### config.mk
export PLATFORM = sky130hd
export DESIGN_NAME = stream_program_loader
export DESIGN_NICKNAME = d
export VERILOG_FILES = /design/src/rtl/stream_program_loader_pkg.sv /design/src/rtl/stream_program_loader_word_assembler.sv /design/src/rtl/stream_program_loader.sv
export SDC_FILE = /design/constraint.sdc
export NUM_CORES = 1
export LEC_CHECK = 0
export ABC_CLOCK_PERIOD_IN_PS = 4450
export CORE_MARGIN = 5
export CORE_UTILIZATION = 39
export CTS_CLUSTER_DIAMETER = 60
export CTS_CLUSTER_SIZE = 10
export DETAILED_ROUTE_END_ITERATION = 6
export PLACE_DENSITY_LB_ADDON = 0.3
export SLEW_MARGIN = 10
export SYNTH_ARGS = -nofsm -noshare
export SYNTH_HDL_FRONTEND = slang
export SYNTH_SLANG_ARGS = --single-unit
### constraint.sdc
create_clock -name clock -period 4.45 [get_ports clock]
set_clock_uncertainty 0.1 [all_clocks]
set_input_delay 1.1125 -clock clock [delete_from_list [all_inputs] [get_ports clock]]
set_output_delay 1.1125 -clock clock [all_outputs]
set_load 0.01 [all_outputs]
### src/rtl/stream_program_loader_pkg.sv
// Shared types and constants for the stream program loader.
package stream_program_loader_pkg;

  localparam int LEN_WIDTH = 16;

  typedef enum logic [2:0] {
    ST_IDLE,
    ST_LEN_HI,
    ST_LEN_LO,
    ST_DATA,
    ST_WRITE,
    ST_CSUM,
    ST_DONE,
    ST_ERROR
  } state_e;

  function automatic int bytes_per_word(input int word_size);
    return (word_size + 7) / 8;
  endfunction

endpackage

### src/rtl/stream_program_loader_word_assembler.sv
// Byte-to-word assembler with payload byte counter and running XOR.
import stream_program_loader_pkg::*;

module word_assembler #(
  parameter int WORD_SIZE = 16,
  parameter int BPW       = bytes_per_word(WORD_SIZE)
) (
  input  logic                 clock,
  input  logic                 reset,
  input  logic                 clear_i,
  input  logic                 byte_en_i,
  input  logic [7:0]           byte_i,
  output logic [WORD_SIZE-1:0] word_next_o,
  output logic                 last_byte_o,
  output logic [7:0]           xor_o
);

  localparam int CNT_W = (BPW > 1) ? $clog2(BPW) : 1;

  logic [CNT_W-1:0] cnt_q, cnt_d;
  logic [7:0]       xor_q, xor_d;

  assign last_byte_o = (cnt_q == CNT_W'(BPW - 1));
  assign xor_o       = xor_q;

  // Only the low WORD_SIZE-8 bits survive into the next word; older bits drop off the top.
  if (WORD_SIZE > 8) begin : g_wide
    logic [WORD_SIZE-9:0] shift_q, shift_d;

    assign word_next_o = {shift_q, byte_i};

    always_comb begin
      shift_d = shift_q;
      if (clear_i)        shift_d = '0;
      else if (byte_en_i) shift_d = word_next_o[WORD_SIZE-9:0];
    end

    always_ff @(posedge clock) begin
      if (reset) shift_q <= '0;
      else       shift_q <= shift_d;
    end
  end else begin : g_narrow
    assign word_next_o = byte_i[WORD_SIZE-1:0];
  end

  always_comb begin
    cnt_d = cnt_q;
    xor_d = xor_q;
    if (clear_i) begin
      cnt_d = '0;
      xor_d = '0;
    end else if (byte_en_i) begin
      cnt_d = last_byte_o ? '0 : CNT_W'(cnt_q + 1'b1);
      xor_d = xor_q ^ byte_i;
    end
  end

  always_ff @(posedge clock) begin
    if (reset) begin
      cnt_q <= '0;
      xor_q <= '0;
    end else begin
      cnt_q <= cnt_d;
      xor_q <= xor_d;
    end
  end

endmodule

### src/rtl/stream_program_loader.sv
// Framed byte-stream loader: fills RAM from address 0 and verifies a trailing XOR checksum.
//   state  | meaning
//   IDLE   | waiting for start_load
//   LEN_HI | expecting word-count high byte
//   LEN_LO | expecting word-count low byte, range check
//   DATA   | collecting payload bytes of a word
//   WRITE  | one-cycle RAM write strobe
//   CSUM   | expecting checksum byte
//   DONE   | image good, hold load_complete until start_load drops
//   ERROR  | length/checksum failure, held until reset
import stream_program_loader_pkg::*;

module stream_program_loader #(
  parameter int WORD_SIZE     = 16,
  parameter int MEM_ADDR_SIZE = 8
) (
  input  logic                     clock,
  input  logic                     reset,
  input  logic                     start_load,
  input  logic                     in_valid,
  input  logic [7:0]               in_data,
  output logic                     in_ready,
  output logic [MEM_ADDR_SIZE-1:0] mem_addr,
  output logic [WORD_SIZE-1:0]     mem_write_data,
  output logic                     mem_write,
  output logic                     load_complete,
  output logic                     load_error
);

  localparam int          IDX_W     = MEM_ADDR_SIZE + 1;
  localparam int unsigned MAX_WORDS = 1 << MEM_ADDR_SIZE;

  state_e                 state_q, state_d;
  logic [IDX_W-1:0]       idx_q, idx_d;
  logic [LEN_WIDTH-1:0]   len_q, len_d;
  logic [WORD_SIZE-1:0]   wdata_q, wdata_d;
  logic                   ready_q, wr_q, done_q, err_q;

  logic                   hs, asm_clear, asm_en, last_byte;
  logic [WORD_SIZE-1:0]   word_next;
  logic [7:0]             xor_sum;
  logic [LEN_WIDTH-1:0]   len_new;

  assign hs        = in_valid && ready_q;
  assign asm_clear = (state_q == ST_IDLE) && start_load;
  assign asm_en    = (state_q == ST_DATA) && hs;
  assign len_new   = {len_q[LEN_WIDTH-1:8], in_data};

  word_assembler #(.WORD_SIZE(WORD_SIZE)) u_asm (
    .clock       (clock),
    .reset       (reset),
    .clear_i     (asm_clear),
    .byte_en_i   (asm_en),
    .byte_i      (in_data),
    .word_next_o (word_next),
    .last_byte_o (last_byte),
    .xor_o       (xor_sum)
  );

  always_comb begin
    state_d = state_q;
    idx_d   = idx_q;
    len_d   = len_q;
    wdata_d = wdata_q;
    case (state_q)
      ST_IDLE: if (start_load) begin
        state_d = ST_LEN_HI;
        idx_d   = '0;
      end
      ST_LEN_HI:
        if (!start_load) state_d = ST_IDLE;
        else if (hs) begin
          len_d[LEN_WIDTH-1:8] = in_data;
          state_d = ST_LEN_LO;
        end
      ST_LEN_LO:
        if (!start_load) state_d = ST_IDLE;
        else if (hs) begin
          len_d = len_new;
          if (32'(len_new) > MAX_WORDS) state_d = ST_ERROR;
          else if (len_new == '0)       state_d = ST_CSUM;
          else                          state_d = ST_DATA;
        end
      ST_DATA:
        if (!start_load) state_d = ST_IDLE;
        else if (hs && last_byte) begin
          wdata_d = word_next;
          state_d = ST_WRITE;
        end
      ST_WRITE:
        if (!start_load) state_d = ST_IDLE;
        else begin
          idx_d   = IDX_W'(idx_q + 1'b1);
          state_d = ((LEN_WIDTH'(idx_q) + 1'b1) == len_q) ? ST_CSUM : ST_DATA;
        end
      ST_CSUM:
        if (!start_load) state_d = ST_IDLE;
        else if (hs) state_d = (in_data == xor_sum) ? ST_DONE : ST_ERROR;
      ST_DONE:  if (!start_load) state_d = ST_IDLE;
      ST_ERROR: state_d = ST_ERROR;
      default:  state_d = ST_IDLE;
    endcase
  end

  always_ff @(posedge clock) begin
    if (reset) begin
      state_q <= ST_IDLE;
      idx_q   <= '0;
      len_q   <= '0;
      wdata_q <= '0;
      ready_q <= 1'b0;
      wr_q    <= 1'b0;
      done_q  <= 1'b0;
      err_q   <= 1'b0;
    end else begin
      state_q <= state_d;
      idx_q   <= idx_d;
      len_q   <= len_d;
      wdata_q <= wdata_d;
      // Status outputs are registered copies of the next state.
      ready_q <= (state_d == ST_LEN_HI) || (state_d == ST_LEN_LO) ||
                 (state_d == ST_DATA)   || (state_d == ST_CSUM);
      wr_q    <= (state_d == ST_WRITE);
      done_q  <= (state_d == ST_DONE);
      err_q   <= (state_d == ST_ERROR);
    end
  end

  assign in_ready       = ready_q;
  assign mem_write      = wr_q;
  assign mem_addr       = idx_q[MEM_ADDR_SIZE-1:0];
  assign mem_write_data = wdata_q;
  assign load_complete  = done_q;
  assign load_error     = err_q;

endmodule

==> results of run 1 <==
cells by family (layout without fill, tap and decap cells):
group,after synthesis,in the layout,share of synthesized area [%]
compound gates,64,64,13.8
xor+xnor,29,29,8.28
fa+ha+maj,1,1,0.408
buf+inv,36,65,5.58
flops,65,65,42.4
mux,16,16,5.22
simple gates,159,159,24.3
sequential cells by signal, summed over array words and instances, names as in the netlist, 3 cells and up:
register              count
state_q                   3
len_q                    16
idx_q                     9
u_asm.g_wide.shift_q      8
u_asm.xor_o               8
mem_write_data           16
per-layer routing:
layer / part of all wire (%) / global-route usage [%] / vias up
met5: 0 / 0 / -
met4: 0.38 / 3.47 / 0
met3: 3.9 / 4.46 / 2
met2: 48 / 22.5 / 47
met1: 48 / 19.0 / 1243
li1: - / - / 1309
worst max path at each step:
| stage | depth (start not counted) | start | to |
|---|---|---|---|
| 2_1_floorplan | 6 | in_valid | mem_write$_SDFF_PP0_ |
| 3_3_place_gp | 7 | in_valid | mem_write_data[1]$_SDFFE_PP0P_ |
| 3_5_place_dp | 7 | in_valid | mem_write_data[14]$_SDFFE_PP0P_ |
| 4_1_cts | 7 | in_valid | mem_write_data[14]$_SDFFE_PP0P_ |
| 5_1_grt | 7 | in_valid | mem_write_data[8]$_SDFFE_PP0P_ |
| 6_report | 7 | in_valid | mem_write_data[14]$_SDFFE_PP0P_ |
critical path, delay by kind of cell:
kind                   cells  cell delay (ps)
AOI/OAI and AO/OA          1               80
and+or+nand+nor            5             1550
buffers and inverters      1              520
cell usage in the layout (no fill, tap or decap), drive strengths merged, types with 2 or more instances in the layout:
master,n
nor3,7
and2,2
dfxtp,65
nand2,66
a31oi,4
o21ai,9
nor2,42
nand4,5
mux2i,16
nor2b,2
clkdlybuf4s50,39
nand3b,2
xnor2,18
nor4,7
or4,2
buf,3
xor2,11
and3,7
a21oi,36
clkinv,5
nand3,15
inv,8
clkbuf,9
o211ai,3
cell type report:
type	instances	area [um2]	area share (%)
repair buffers	42	413	11.2
flip-flops and latches	65	1300	35.4
well taps	102	128	3.47
clock inverters	7	78.8	2.15
inverters	7	26.3	0.715
clock buffers	9	124	3.37
multi-input cells	269	1600	43.6
power groups by stage:
| stage | Combinational (uW) | Clock [uW] | Sequential, uW |
|---|---|---|---|
| 5_1_grt | 56.4 | 563 | 586 |
| 4_1_cts | 52.2 | 525 | 586 |
| 3_3_place_gp | 51.9 | 0 | 600 |
| 2_1_floorplan | 27.5 | 0 | 598 |
| 3_5_place_dp | 51.9 | 0 | 600 |
| 6_report | 52.2 | 512 | 586 |
stage by stage:
stage / cells / setup WS, ps / hold slack, ps / cell area [um2]
floorplan: 370 / 1790 / 332 / 3070
global placement: 485 / 1020 / 341 / 3470
detailed placement: 485 / 932 / 344 / 3470
CTS: 501 / 1300 / 355 / 3670
global route: 501 / 1050 / 375 / 3670
finish: 501 / 1280 / 354 / 3670
cells in the mapped netlist (2+ instances only):
master,n,share of area (%)
nor3_1,7,1.1
nand3b_1,2,0.49
dfxtp_1,65,42
nand3_1,15,2.4
xnor2_1,18,5.1
nor2b_1,2,0.41
nor2_1,42,5.1
clkbuf_1,16,2.0
inv_1,6,0.73
buf_2,5,0.82
mux2i_1,16,5.2
nand4_1,5,1.0
nor4_1,4,0.82
xor2_1,11,3.1
a31oi_1,3,0.61
and3_1,7,1.4
o21ai_0,7,1.1
o21ai_1,2,0.33
buf_4,8,2.0
a21oi_1,36,5.9
or4_4,2,0.73
and2_1,2,0.41
o211ai_1,2,0.49
nor4_2,2,0.82
nand2_1,66,8.1
==> summary.md, run 1 <==
| Metric | Value |
|---|---|
| CP required | `4550 ps` |
| Die width | `a little under 100 um` |
| TritonCTS clock tree | `built` |
| Root Driver | `clkbuf_8` |
| Yosys reg bits | `65` |
| Die footprint | `9740 um2` |
| Largest net degree at the start of global routing | `47` |
| Post-synthesis sequential area ratio | `42.4%` |
| FFs w/ async S/R, synth | `0%` |
| CTS resizes | `0` |
| Antenna viol nets, final | `0` |
| Worst slew pin tran | `778 ps` |
| Critical R2R Launch | `idx_q[0]$_SDFFE_PP0P_` |
| Outcome | `complete, no violations` |
| GRT Overall Usage | `14.2%` |
| Worst-path maximum fanout | `16` |
| Synth Net Count | `383` |
| Min Tclk post-route | `3170 ps` |
| Final Max Slew Viols | `0` |
| CTS max path bufs | `2` |
| Post-route setup TNS | `0 ps` |
| Flop-to-flop setup slack | `1820 ps` |
| NumNets Final | `407` |
| Syn. warnings | `0` |
| CTS H-tree lvls | `3` |
| Layout cells sized above 1 | `8.27%` |
| Setup violations, final | `0` |
| Diodes inserted | `0` |
| Port Buf Inserts | `39` |
| Pint | `866 uW` |
| Most used DFF post-synth | `dfxtp_1` |
| Worst IR Drop VDD | `138 uV` |
| Kind of critical path | `input pin to register` |
| Synthesized netlist cell count | `370` |
| Layout area overhead | `19.7%` |
| Area of the mapped netlist | `roughly 3100 um2` |
| Lkg Pwr | `0.00118 uW` |
| WP data arrival | `3270 ps` |
| Final Power | `around 1100 uW` |
| Post-DP HPWL | `just under 5000 um` |
| Distinct cells, synth | `44` |
| Post-CTS Hold Buffers | `0` |
| Worst Setup Start Kind | `input pin` |
| Hold depth | `2` |
| Fill cell count | `780` |
| Crit-path slowest cell | `clkdlybuf4s50_1` |
| Cell mode on critical path | `nand2_1` |
| Hold Fails Final Rpt | `0` |
| DRC | `0` |
| Clk Latency, worst-skew pair | `340 ps` |
| Cell Chain, Critical Path | `clkdlybuf4s50_1 > nand2_1 > nor2_1 > and3_1 > nand3_1 > nand2_1 > a21oi_1` |
| R2R cell count | `7` |
| Row count | `32` |
| Worst hold path type | `register to register` |
| Vias in the first global route | `2303` |
| Clk network pwr share | `44.5%` |
| Sink Count | `65` |
| Detailed-route via count | `2601` |
| Switching Share | `about a quarter` |
| Synthesized area per cell | `roughly 8.3 um2` |
| Worst slew margin | `48.0%` |
| End-of-flow core utilization | `47.8%` |
| Startpoint of the worst hold path | `u_asm.g_wide.shift_q[4]$_SDFFE_PP0P_` |
| Seq pwr share | `51.0%` |
| P_sw | `283 uW` |
| RSZ-0062 raised after global routing | `false` |
| Starting density of the core | `39.9%` |
| Initial antenna violation count | `0` |
| Die Y | `98.7 um` |
| DR pass1 iterations | `4` |
| Post-CTS Setup Inserts | `0` |
| GRT Residual Overflow | `0` |
| Wire length of the first global-routing pass | `between 10000 and 15000 um` |
| CP peak stage delay | `approximately 520 ps` |
| Final worst path period share | `71.2%` |
| Fmax | `~0.32 GHz` |
| Clock transition at path regs | `80 ps` |
| Core area | `7690 um2` |
| Vias/cell | `5.19` |
| R2r endpoint | `mem_write$_SDFF_PP0_` |
| Gpl congestion | `around 0.77` |
| Max Cap Viol | `0` |
| Initial DRC Count | `120` |
| Pwr Density | `313 nW/um2` |
| I/O pin cnt | `40` |
| CTS buffer count | `9` |
| Hold EP | `mem_write_data[12]$_SDFFE_PP0P_` |
| Detailed Route WL | `about 7000 um` |
| Wire length per cell | `13.6 um` |
| CP endpoint kind | `register` |
| Comb power frac | `4.5%` |
| Post-synth EDFFs | `0` |
Power figures use the tool's default switching activity.
==> inputs of run 2 (changes only) <==
Settings changed: ABC_CLOCK_PERIOD_IN_PS 4450 to 3100.
Clock period 4.45 ns to 3.1 ns, I/O delays scaled along.
==> run 2 against run 1 <==
Compared with the run above: wire length rose by 3.2%; first-iteration DRC count is 9.2% higher; design area grew 3.6%; die area stayed put; register-to-register slack lost 1100 ps; utilization increased by 1.7 points; combinational power increased by 67%; sequential cell count is the same; sequential power rose by 44%; largest cell class unchanged; highest routed layer unchanged.
==> summary.md, run 2 (synthesized netlist as in run 1, its figures left out) <==
| Metric | Value |
|---|---|
| Outcome | `complete, no violations` |
| Antenna viol nets, final | `0` |
| CTS H-tree lvls | `3` |
| Detailed Route WL | `between 7000 and 8000 um` |
| Clk Latency, worst-skew pair | `350 ps` |
| Clock transition at path regs | `80 ps` |
| Root Driver | `clkbuf_8` |
| Seq pwr share | `50.5%` |
| CTS resizes | `0` |
| Core area | `7690 um2` |
| Hold Fails Final Rpt | `0` |
| FF/Latch Area | `~1300 um2` |
| Vias in the first global route | `2490` |
| Kind of critical path | `input pin to register` |
| Clk network pwr share | `44.3%` |
| NumNets Final | `about 430` |
| Fin Hold WS | `353 ps` |
| Post-route setup TNS | `0 ps` |
| Comb power frac | `5.2%` |
| Worst slew margin | `between 50% and 60%` |
| Final Power | `1670 uW` |
| Max Cap Viol | `0` |
| GRT Residual Overflow | `0` |
| Worst-path maximum fanout | `6` |
| Initial DRC Count | `~130` |
| Switching Share | `24.8%` |
| Pwr Density | `438 nW/um2` |
| Worst hold path type | `register to register` |
| Pint | `1250 uW` |
| Starting density of the core | `39.9%` |
| Critical R2R Launch | `idx_q[0]$_SDFFE_PP0P_` |
| Wire length of the first global-routing pass | `12000 um` |
| Lkg Pwr | `between 0.001 and 0.0015 uW` |
| GRT Overall Usage | `15.1%` |
| P_sw | `414 uW` |
| Wire length per cell | `13.6 um` |
| Row count | `32` |
| Multi-input logic area | `~1600 um2` |
| Setup violations, final | `0` |
| Hold depth | `2` |
| Final Max Slew Viols | `0` |
| Die footprint | `~10000 um2` |
| CTS max path bufs | `2` |
| RSZ-0062 raised after global routing | `false` |
| Worst IR Drop VDD | `218 uV` |
| Min Tclk post-route | `2530 ps` |
| Final worst path period share | `roughly 82%` |
| DRC | `0` |
| CP required | `3260 ps` |
| Vias/cell | `about 5.0` |
| I/O pin cnt | `40` |
| Gpl congestion | `0.831` |
| Post-CTS Hold Buffers | `0` |
| TritonCTS clock tree | `built` |
| Detailed-route via count | `approximately 2.6k` |
| Most common cell after layout, fill and taps aside | `nand2_1` |
| Diodes inserted | `0` |
| Worst slew pin tran | `739 ps` |
| Initial antenna violation count | `0` |
| Port Buf Inserts | `39` |
| R2r endpoint | `mem_write$_SDFF_PP0_` |
| Flop-to-flop setup slack | `720 ps` |
| Worst Setup Start Kind | `input pin` |
| Layout cells sized above 1 | `12.2%` |
| Layout area overhead | `24.1%` |
| Hold EP | `mem_write_data[10]$_SDFFE_PP0P_` |
| Startpoint of the worst hold path | `u_asm.g_wide.shift_q[2]$_SDFFE_PP0P_` |
| CP endpoint kind | `register` |
| WP data arrival | `2690 ps` |
| Fill cell count | `773` |
| Sink Count | `65` |
| Most frequent cells in the layout | `66 x nand2_1, 65 x dfxtp_1, 42 x nor2_1, 39 x clkdlybuf4s50_1, 36 x a21oi_1` |
| DR pass1 iterations | `4` |
| Die Y | `98.7 um` |
| Post-CTS Setup Inserts | `0` |
| Die width | `98.7 um` |
| Post-DP HPWL | `5240 um` |
| Fmax | `0.395 GHz` |
| Largest net degree at the start of global routing | `30` |
| CTS buffer count | `9` |
| R2R cell count | `7` |
## run 2: cell count changes in the layout (fill, tap and decap cells not counted)
cell / previous run / this run
inv_6: 1 / 2
clkinvlp_4: 0 / 1
buf_4: 3 / 21
clkinv_4: 4 / 2
## run 2: final cells by class
| class | count | share of cell area [%] |
|---|---|---|
| clock buffers | 9 | 3.25 |
| multi-input cells | 269 | 42.1 |
| well taps | 102 | 3.35 |
| repair buffers | 60 | 14.4 |
| inverters | 7 | 0.690 |
| clock inverters | 7 | 2.04 |
| flip-flops and latches | 65 | 34.2 |
## run 2: stage by stage
step	cells	util, %	worst slack, ps	cell area, um2
floorplan	370	-	780	3070
global placement	503	46.9	215	3610
detailed placement	503	46.9	205	3610
CTS	519	49.5	568	3810
global route	519	49.5	482	3810
finish	519	49.5	571	3810
## run 2: worst max path at each step
| stage | slack [ps] | start | endpoint | cells past startpoint |
|---|---|---|---|---|
| after floorplan | 780 | in_valid | mem_write$_SDFF_PP0_ | 6 |
| after global placement | 220 | in_data[4] | state_q[1]$_SDFF_PP0_ | 8 |
| after detailed placement | 200 | in_data[4] | state_q[1]$_SDFF_PP0_ | 8 |
| after CTS | 570 | in_data[4] | state_q[1]$_SDFF_PP0_ | 8 |
| after global routing | 480 | in_data[4] | load_complete$_SDFF_PP0_ | 8 |
| final | 570 | in_data[4] | state_q[1]$_SDFF_PP0_ | 8 |
## run 2: worst max-delay path, cell delays in order
cell and delay [ps]:
clkdlybuf4s50_1 500, nor4_1 70, buf_4 140, and3_1 200
nor2b_1 150, o41ai_2 490, inv_1 80, a311oi_1 280
## run 2: metal layers
layer	global-route usage [%]	vias to the layer above	wire length [um]
met5	0	-	0
met4	4.52	0	83
met3	4.18	11	221
met2	24.0	28	3250
met1	20.0	1233	3500
li1	-	1342	-
## run 2: power groups by stage
stage / clock, uW / sequential [uW] / combinational, uW
floorplan: 0 / 858 / 39.5
global placement: 0 / 861 / 87.7
detailed placement: 0 / 861 / 87.7
CTS: 754 / 841 / 88.1
global route: 803 / 842 / 94.8
finish: 739 / 841 / 87.4
